==> src/rtl/cpu_pkg.sv <==
// cpu_pkg: shared definitions for the accumulator CPU control path.
//   - short (mode 0) and long (mode 1) opcode encodings
//   - ALU function codes driven by the sequencer
//   - sequencer state enumeration and decoded-instruction enumeration
//   - decode_op(): maps IR[15:12] to a decoded instruction class
package cpu_pkg;

  localparam int ADDR_W = 12;

  // Short opcodes, op[3] = 0, encoded in op[2:0]
  localparam logic [2:0] OP_STA = 3'b001;
  localparam logic [2:0] OP_LDA = 3'b010;
  localparam logic [2:0] OP_CLA = 3'b011;
  localparam logic [2:0] OP_COM = 3'b100;
  localparam logic [2:0] OP_JMP = 3'b101;

  // Long opcodes, op[3] = 1, full 4-bit code
  localparam logic [3:0] OP_ADD = 4'b1000;
  localparam logic [3:0] OP_BAN = 4'b1100;
  localparam logic [3:0] OP_SHR = 4'b1101;
  localparam logic [3:0] OP_CSL = 4'b1110;
  localparam logic [3:0] OP_STP = 4'b1111;

  // ALU function codes
  localparam logic [3:0] ALU_CLA = 4'b0000;
  localparam logic [3:0] ALU_COM = 4'b0001;
  localparam logic [3:0] ALU_SHR = 4'b0010;
  localparam logic [3:0] ALU_CSL = 4'b0011;
  localparam logic [3:0] ALU_ADD = 4'b0100;
  localparam logic [3:0] ALU_STA = 4'b0101;
  localparam logic [3:0] ALU_LDA = 4'b0110;
  localparam logic [3:0] ALU_BAN = 4'b0111;
  localparam logic [3:0] ALU_JMP = 4'b1111;

  typedef enum logic [2:0] {
    S_FETCH, S_DECODE, S_OPRD, S_OPWR, S_EXEC, S_HALT
  } state_t;

  typedef enum logic [3:0] {
    I_ILL, I_STA, I_LDA, I_CLA, I_COM, I_JMP,
    I_ADD, I_BAN, I_SHR, I_CSL, I_STP
  } instr_t;

  function automatic instr_t decode_op(input logic [3:0] op);
    instr_t r;
    r = I_ILL;
    if (!op[3]) begin
      case (op[2:0])
        OP_STA:  r = I_STA;
        OP_LDA:  r = I_LDA;
        OP_CLA:  r = I_CLA;
        OP_COM:  r = I_COM;
        OP_JMP:  r = I_JMP;
        default: r = I_ILL;
      endcase
    end else begin
      case (op)
        OP_ADD:  r = I_ADD;
        OP_BAN:  r = I_BAN;
        OP_SHR:  r = I_SHR;
        OP_CSL:  r = I_CSL;
        OP_STP:  r = I_STP;
        default: r = I_ILL;
      endcase
    end
    return r;
  endfunction

endpackage

==> src/rtl/cpu_sequencer.sv <==
// cpu_sequencer: multi-cycle control FSM for the accumulator CPU.
// Steps each instruction through FETCH/DECODE/OPRD|OPWR/EXEC, drives the
// datapath write strobes and ALU code, and runs a req/ack memory handshake
// with a timeout watchdog.
// Ports:
//   clk, rst        clock, synchronous active-high reset
//   start           restart pulse, only honoured in HALT
//   op              IR[15:12]; acc_neg = ACC sign bit; mem_ack = memory done
//   mem_req/mem_we/addr_sel             memory request controls
//   ir_we/mdr_we/pc_we/pc_sel/acc_we    datapath strobes; alu_op = ALU code
//   halted, illegal, bus_err            status (flags sticky until restart)
//   instr_cnt       retired-instruction counter (wraps)
module cpu_sequencer
  import cpu_pkg::*;
#(
  parameter bit AUTO_START = 1'b1,
  parameter int TIMEOUT    = 16,
  parameter int CNT_W      = 16
) (
  input  logic             clk,
  input  logic             rst,
  input  logic             start,
  input  logic [3:0]       op,
  input  logic             acc_neg,
  input  logic             mem_ack,
  output logic             mem_req,
  output logic             mem_we,
  output logic             addr_sel,
  output logic             ir_we,
  output logic             mdr_we,
  output logic             pc_we,
  output logic             pc_sel,
  output logic             acc_we,
  output logic [3:0]       alu_op,
  output logic             halted,
  output logic             illegal,
  output logic             bus_err,
  output logic [CNT_W-1:0] instr_cnt
);

  // Wait counter only has to reach TIMEOUT-1: the timeout fires in the
  // cycle that would have taken it to TIMEOUT.
  localparam int WAIT_W = (TIMEOUT > 1) ? $clog2(TIMEOUT) : 1;
  localparam logic [WAIT_W-1:0] WAIT_LAST = WAIT_W'((TIMEOUT > 0) ? TIMEOUT - 1 : 0);

  state_t            state_q, state_d;
  logic              illegal_q, illegal_d;
  logic              bus_err_q, bus_err_d;
  logic [CNT_W-1:0]  cnt_q, cnt_d;
  logic [WAIT_W-1:0] wait_q, wait_d;
  logic              retire;
  logic              mem_state;
  logic              timeout_hit;
  instr_t            instr;

  always_comb instr = decode_op(op);

  assign mem_state   = (state_q == S_FETCH) || (state_q == S_OPRD) || (state_q == S_OPWR);
  // An ack in the timeout cycle wins, hence the !mem_ack term.
  assign timeout_hit = (TIMEOUT != 0) && mem_state && !mem_ack && (wait_q == WAIT_LAST);

  always_comb begin
    state_d   = state_q;
    illegal_d = illegal_q;
    bus_err_d = bus_err_q;
    retire    = 1'b0;
    // Counter is zero outside a stalled memory cycle, so every memory
    // state is entered with a cleared count.
    wait_d    = '0;
    if (mem_state && !mem_ack) wait_d = wait_q + WAIT_W'(1);

    case (state_q)
      S_FETCH: begin
        if (mem_ack) state_d = S_DECODE;
        else if (timeout_hit) begin
          state_d   = S_HALT;
          bus_err_d = 1'b1;
        end
      end
      S_DECODE: begin
        case (instr)
          I_LDA, I_ADD: state_d = S_OPRD;
          I_STA:        state_d = S_OPWR;
          I_STP: begin
            state_d = S_HALT;
            retire  = 1'b1;
          end
          I_ILL: begin
            state_d   = S_HALT;
            illegal_d = 1'b1;
          end
          default:      state_d = S_EXEC;
        endcase
      end
      S_OPRD: begin
        if (mem_ack) state_d = S_EXEC;
        else if (timeout_hit) begin
          state_d   = S_HALT;
          bus_err_d = 1'b1;
        end
      end
      S_OPWR: begin
        if (mem_ack) begin
          state_d = S_FETCH;
          retire  = 1'b1;
        end else if (timeout_hit) begin
          state_d   = S_HALT;
          bus_err_d = 1'b1;
        end
      end
      S_EXEC: begin
        state_d = S_FETCH;
        retire  = 1'b1;
      end
      S_HALT: begin
        if (start) begin
          state_d   = S_FETCH;
          illegal_d = 1'b0;
          bus_err_d = 1'b0;
        end
      end
      default: state_d = S_HALT;
    endcase

    cnt_d = cnt_q + CNT_W'(retire);
  end

  always_ff @(posedge clk) begin
    if (rst) begin
      state_q   <= AUTO_START ? S_FETCH : S_HALT;
      illegal_q <= 1'b0;
      bus_err_q <= 1'b0;
      cnt_q     <= '0;
      wait_q    <= '0;
    end else begin
      state_q   <= state_d;
      illegal_q <= illegal_d;
      bus_err_q <= bus_err_d;
      cnt_q     <= cnt_d;
      wait_q    <= wait_d;
    end
  end

  // Strobes decode the registered state; ir_we/mdr_we follow mem_ack.
  // Reset masks every strobe so an in-flight access cannot complete.
  always_comb begin
    mem_req  = 1'b0;
    mem_we   = 1'b0;
    addr_sel = 1'b0;
    ir_we    = 1'b0;
    mdr_we   = 1'b0;
    pc_we    = 1'b0;
    pc_sel   = 1'b0;
    acc_we   = 1'b0;
    alu_op   = ALU_CLA;
    if (!rst) begin
      case (state_q)
        S_FETCH: begin
          mem_req = 1'b1;
          ir_we   = mem_ack;
        end
        S_DECODE: pc_we = 1'b1;
        S_OPRD: begin
          mem_req  = 1'b1;
          addr_sel = 1'b1;
          mdr_we   = mem_ack;
        end
        S_OPWR: begin
          mem_req  = 1'b1;
          mem_we   = 1'b1;
          addr_sel = 1'b1;
          alu_op   = ALU_STA;
        end
        S_EXEC: begin
          case (instr)
            I_CLA: begin acc_we = 1'b1; alu_op = ALU_CLA; end
            I_COM: begin acc_we = 1'b1; alu_op = ALU_COM; end
            I_SHR: begin acc_we = 1'b1; alu_op = ALU_SHR; end
            I_CSL: begin acc_we = 1'b1; alu_op = ALU_CSL; end
            I_ADD: begin acc_we = 1'b1; alu_op = ALU_ADD; end
            I_LDA: begin acc_we = 1'b1; alu_op = ALU_LDA; end
            I_JMP: begin pc_we = 1'b1; pc_sel = 1'b1; alu_op = ALU_JMP; end
            I_BAN: begin pc_we = acc_neg; pc_sel = 1'b1; alu_op = ALU_BAN; end
            default: ;
          endcase
        end
        default: ;
      endcase
    end
  end

  assign halted    = (state_q == S_HALT);
  assign illegal   = illegal_q;
  assign bus_err   = bus_err_q;
  assign instr_cnt = cnt_q;

endmodule

==> config.mk <==
export PLATFORM = sky130hd
export DESIGN_NAME = cpu_sequencer
export DESIGN_NICKNAME = d
export VERILOG_FILES = /design/src/rtl/cpu_pkg.sv /design/src/rtl/cpu_sequencer.sv
export SDC_FILE = /design/constraint.sdc
export NUM_CORES = 1
export LEC_CHECK = 0
export CORE_ASPECT_RATIO = 0.9
export CORE_MARGIN = 1.5
export CORE_UTILIZATION = 35
export DETAILED_ROUTE_END_ITERATION = 7
export SYNTH_ARGS = -nofsm -noshare
export SYNTH_HDL_FRONTEND = slang
export SYNTH_SLANG_ARGS = --single-unit
==> constraint.sdc <==
create_clock -name clk -period 4.93 [get_ports clk]
set_input_delay 0.986 -clock clk [delete_from_list [all_inputs] [get_ports clk]]
set_output_delay 0.986 -clock clk [all_outputs]
set_load 0.01 [all_outputs]
==> impl_summary.md <==
Floorplan
The die is 64.6 um tall. The initial standard-cell utilization of the core is 36.2%. The floorplan core area is 0.00407 mm2. 40 I/O pins were placed. The number of cell rows is 22. The die is 71.5 um wide.

The die footprint is 0.00462 mm2.

Critical path
The kind of end point of the critical path is a primary output. Along the worst path, the maximum fanout reaches 14. The data arrival time of the critical path is 2.93 ns.

The launch point of the critical path is op[0]. STA puts the critical path data required time at 3.94 ns. By instance count, the cell type seen most on the critical path is sky130_fd_sc_hd__clkdlybuf4s50_1. The kind of launch point of the worst setup path is an input port.

The startpoint identified for the worst register-to-register timing path is state_q[1]. Walking the worst path, the cells encountered are clkdlybuf4s50_1 > nor2b_1 > a21oi_1 > o22ai_1 > a21o_1 > clkdlybuf4s50_1. The worst reg2reg path depth is 10.

The register-to-register setup slack is 2.56 ns. In this design, the largest share of critical-path delay is due to buffers and inverters. In this design, the stage delay of the slowest critical-path cell is 0.71 ns. The number of buffer and inverter instances along the worst setup path is 2. The critical path runs through a total of 6 cells. The most critical setup path has its endpoint at alu_op[2]. The start-to-end type of the worst setup path is in -> out. The capturing point of the worst reg2reg path is instr_cnt[14]. The critical-path cell with the highest stage delay is sky130_fd_sc_hd__clkdlybuf4s50_1.

Layout
The diode insertion count for antenna repair is 0. After the flow finishes, the layout carries non-filler instances totaling 267. The sequential cell area in the final layout is 500 um2. Fill cells in the final layout number 439. The area added between synthesis and finish is 30.8%. After the last flow step, the layout net total stands at 232.

The total area of multi-input combinational cells is 907 um2. For this run, the share of the core covered by cells in the final layout is 47.4%. The proportion of layout cells with a drive suffix above 1 is 7.31%.

Route
After detailed routing, the number of vias per cell comes to 4.98. The number of detailed-route iterations in the first pass is 6. Dividing the detail-routed wire length by the instance count gives 12.0 um. For this block, the routed nets add up to 3210 um of wire. The via total after detailed routing is 1329. After detailed routing, the number of remaining DRC violations is 0. The number of routed nets with antenna violations is 0.

The first routing iteration left 105 violations.

Placed design
Summed over all nets, the half-perimeter wirelength after detailed placement is 2360 um. Port buffering added 39 buffers. After detailed placement, the design holds a cell count of 263.

At the end of routability-driven placement, the weighted congestion stood at 0.770. At the placement stage, the worst setup path has a slack of 1.00 ns.

STA
The minimum period implied by the final worst setup slack is 3.92 ns. The worst path meets setup with 1.01 ns of slack. The worst path uses 79.5% of the clock period. Setup violations remaining at the end of the flow were counted as 0. The final hold violation count is 0. Setup total negative slack on the finished layout was measured at 0 ns.

Based on the critical path, the design can be clocked at up to 255 MHz. At the pin with the least slew margin, the transition time is 0.596 ns. In this run the tightest slew margin relative to its limit is 60.2%. Setup repair after global routing left no endpoint under its margin. The number of pins exceeding their max-slew limit in the final report came to 0.

The clock tree skew after final layout is 0.00430 ns.

Clock network
CTS built an H-tree with a depth of 1. The post-CTS setup buffer count is 0. The maximum buffer depth of the clock tree is 2. The number of clock buffers inserted by TritonCTS is 3. After clock tree synthesis, the flow added hold-fix buffers numbering 0.

The clock-pin slew on the worst setup and hold paths is 0.09 ns. The CTS sink count is 25. The CTS tree is yes. At the later pin of the worst-skew pair, clock insertion delay measures 0.26 ns.

The root buffer cell chosen for the clock tree is sky130_fd_sc_hd__clkbuf_8. The number of instances resized during post-cts repair is 0.

Global routing
Global routing used 14.8% of the available tracks. The number of antenna violations at the first check in global routing is 0. Entering global routing, the biggest net connects 24 pins. The overall overflow remaining after global route is 0. The global-route wire length before repair is 5640 um. The number of global-route vias before repair is 1207.

Worst hold path
The worst hold path begins at wait_q[0]. The class of the tightest hold or removal check is reg -> reg.

Synthesis
After synthesis, the cell types taking the most area are sky130_fd_sc_hd__dfxtp_1, sky130_fd_sc_hd__nor2_1, sky130_fd_sc_hd__xnor2_1. The prevailing post-synth register cell is sky130_fd_sc_hd__dfxtp_1. The library cell occupying the most area in the post-synthesis netlist is sky130_fd_sc_hd__dfxtp_1. Synthesis handed over a netlist of 186 instances. The number of synthesized flops with an enable pin is 0.

The portion of synthesized cell area occupied by the leading cell type is 33.9%. After synthesis, the netlist uses 41 different library cells. The share of flip-flops with an asynchronous set or reset is 0%.

By instance count, the leading cell after synthesis is sky130_fd_sc_hd__dfxtp_1. For this run, the register share of the synthesized area comes to 33.9%. The post-synthesis register bit count is 25. The yosys synthesis warning count is 0. The synthesized net count is 198. The average size of a mapped cell is 7.94 um2. After synthesis the cells add up to 0.00148 mm2.

By count the netlist is led by sky130_fd_sc_hd__dfxtp_1, sky130_fd_sc_hd__nor2_1, sky130_fd_sc_hd__nand2_1.

Outcome
The flow ran to the end, and the final reports show no timing, DRC or antenna violations.

Power
The worst-case IR drop observed on VDD is 0.137 mV. The power per unit of standard cell area is 204 mW/mm2. The leakage power is 0.675 nW. The design draws 395 uW.

Job
Max-cap violations in this run came to 0.
## area by class of cell
type | instances | share of cell area (%)
multi-input combinational | 145 | 47.0
clock buffer | 3 | 2.14
timing repair buffer | 40 | 20.6
clock inverter | 1 | 0.259
inverter | 5 | 0.972
sequential | 25 | 25.9
tap | 48 | 3.11
## power by group
part / internal, mW / switching [mW] / total, mW
combinational: 0.0304 / 0.0323 / 0.0626
sequential: 0.206 / 0.00794 / 0.214
clock: 0.0564 / 0.0611 / 0.118
total: 0.293 / 0.101 / 0.395
## logic make-up after synthesis
family | count (synthesis) | share of synthesized area (%)
muxes | 2 | 1.36
adders and majority gates | 3 | 2.54
AOI/OAI and AO/OA | 36 | 14.9
xor gates and xnor gates | 13 | 7.71
DFF | 25 | 33.9
buffers and inverters | 16 | 4.66
and+or+nand+nor | 91 | 34.9
## worst reg2reg max path, cell delays in order (launching register included)
cell                      delay (ns)
sky130_fd_sc_hd__dfxtp_1        0.59
sky130_fd_sc_hd__nand2_1        0.13
sky130_fd_sc_hd__o21ai_0        0.10
sky130_fd_sc_hd__nand2_1        0.06
sky130_fd_sc_hd__o21ai_0        0.20
sky130_fd_sc_hd__ha_1           0.23
sky130_fd_sc_hd__ha_1           0.21
sky130_fd_sc_hd__nand2_1        0.19
sky130_fd_sc_hd__nor4_2         0.35
sky130_fd_sc_hd__xnor2_1        0.17
sky130_fd_sc_hd__nor2_2         0.05
## registers in the layout (all words and copies together) (netlist names)
register,flops
state_q,3
wait_q,4
bus_err,1
illegal,1
instr_cnt,16
## cells in the final DEF, fill, tap and decap left out, types with 2 or more instances in the layout
cell	n
sky130_fd_sc_hd__xnor2_1	9
sky130_fd_sc_hd__and2_1	2
sky130_fd_sc_hd__nand3b_1	2
sky130_fd_sc_hd__xor2_1	4
sky130_fd_sc_hd__inv_1	5
sky130_fd_sc_hd__ha_1	3
sky130_fd_sc_hd__dfxtp_1	25
sky130_fd_sc_hd__nor2_1	22
sky130_fd_sc_hd__nor4_2	3
sky130_fd_sc_hd__and3_1	2
sky130_fd_sc_hd__or2_2	2
sky130_fd_sc_hd__mux2i_1	2
sky130_fd_sc_hd__nand3_1	8
sky130_fd_sc_hd__a21oi_1	13
sky130_fd_sc_hd__nand2b_1	4
sky130_fd_sc_hd__nor2b_1	6
sky130_fd_sc_hd__nand2_1	17
sky130_fd_sc_hd__nand4_1	4
sky130_fd_sc_hd__nor3_1	6
sky130_fd_sc_hd__clkdlybuf4s50_1	39
sky130_fd_sc_hd__nor2_2	2
sky130_fd_sc_hd__or3_1	5
sky130_fd_sc_hd__clkbuf_8	3
sky130_fd_sc_hd__o21ai_0	12
## layer usage
metal  global-route usage (%)  share of wire, %  vias to the layer above
li1                         -                 -                      714
met2                     22.5                43                       18
met1                     21.8                54                      595
met3                     2.95               3.0                        2
met5                        0                 0                        -
met4                     2.83              0.44                        0
## metrics by stage
stage          cell area, um2  hold WS (ns)
5_1_grt                  1930         0.485
6_report                 1930         0.453
2_1_floorplan            1480         0.418
4_1_cts                  1930         0.457
3_3_place_gp             1880         0.435
3_5_place_dp             1880         0.436
## worst min path at each step
stage,endpoint,cells past startpoint
after floorplan,wait_q[0],1
after detailed placement,wait_q[0],1
after global placement,wait_q[0],1
after global routing,wait_q[0],1
final,wait_q[0],1
after CTS,wait_q[0],1
Note: power is estimated with default switching activity, not from simulation.
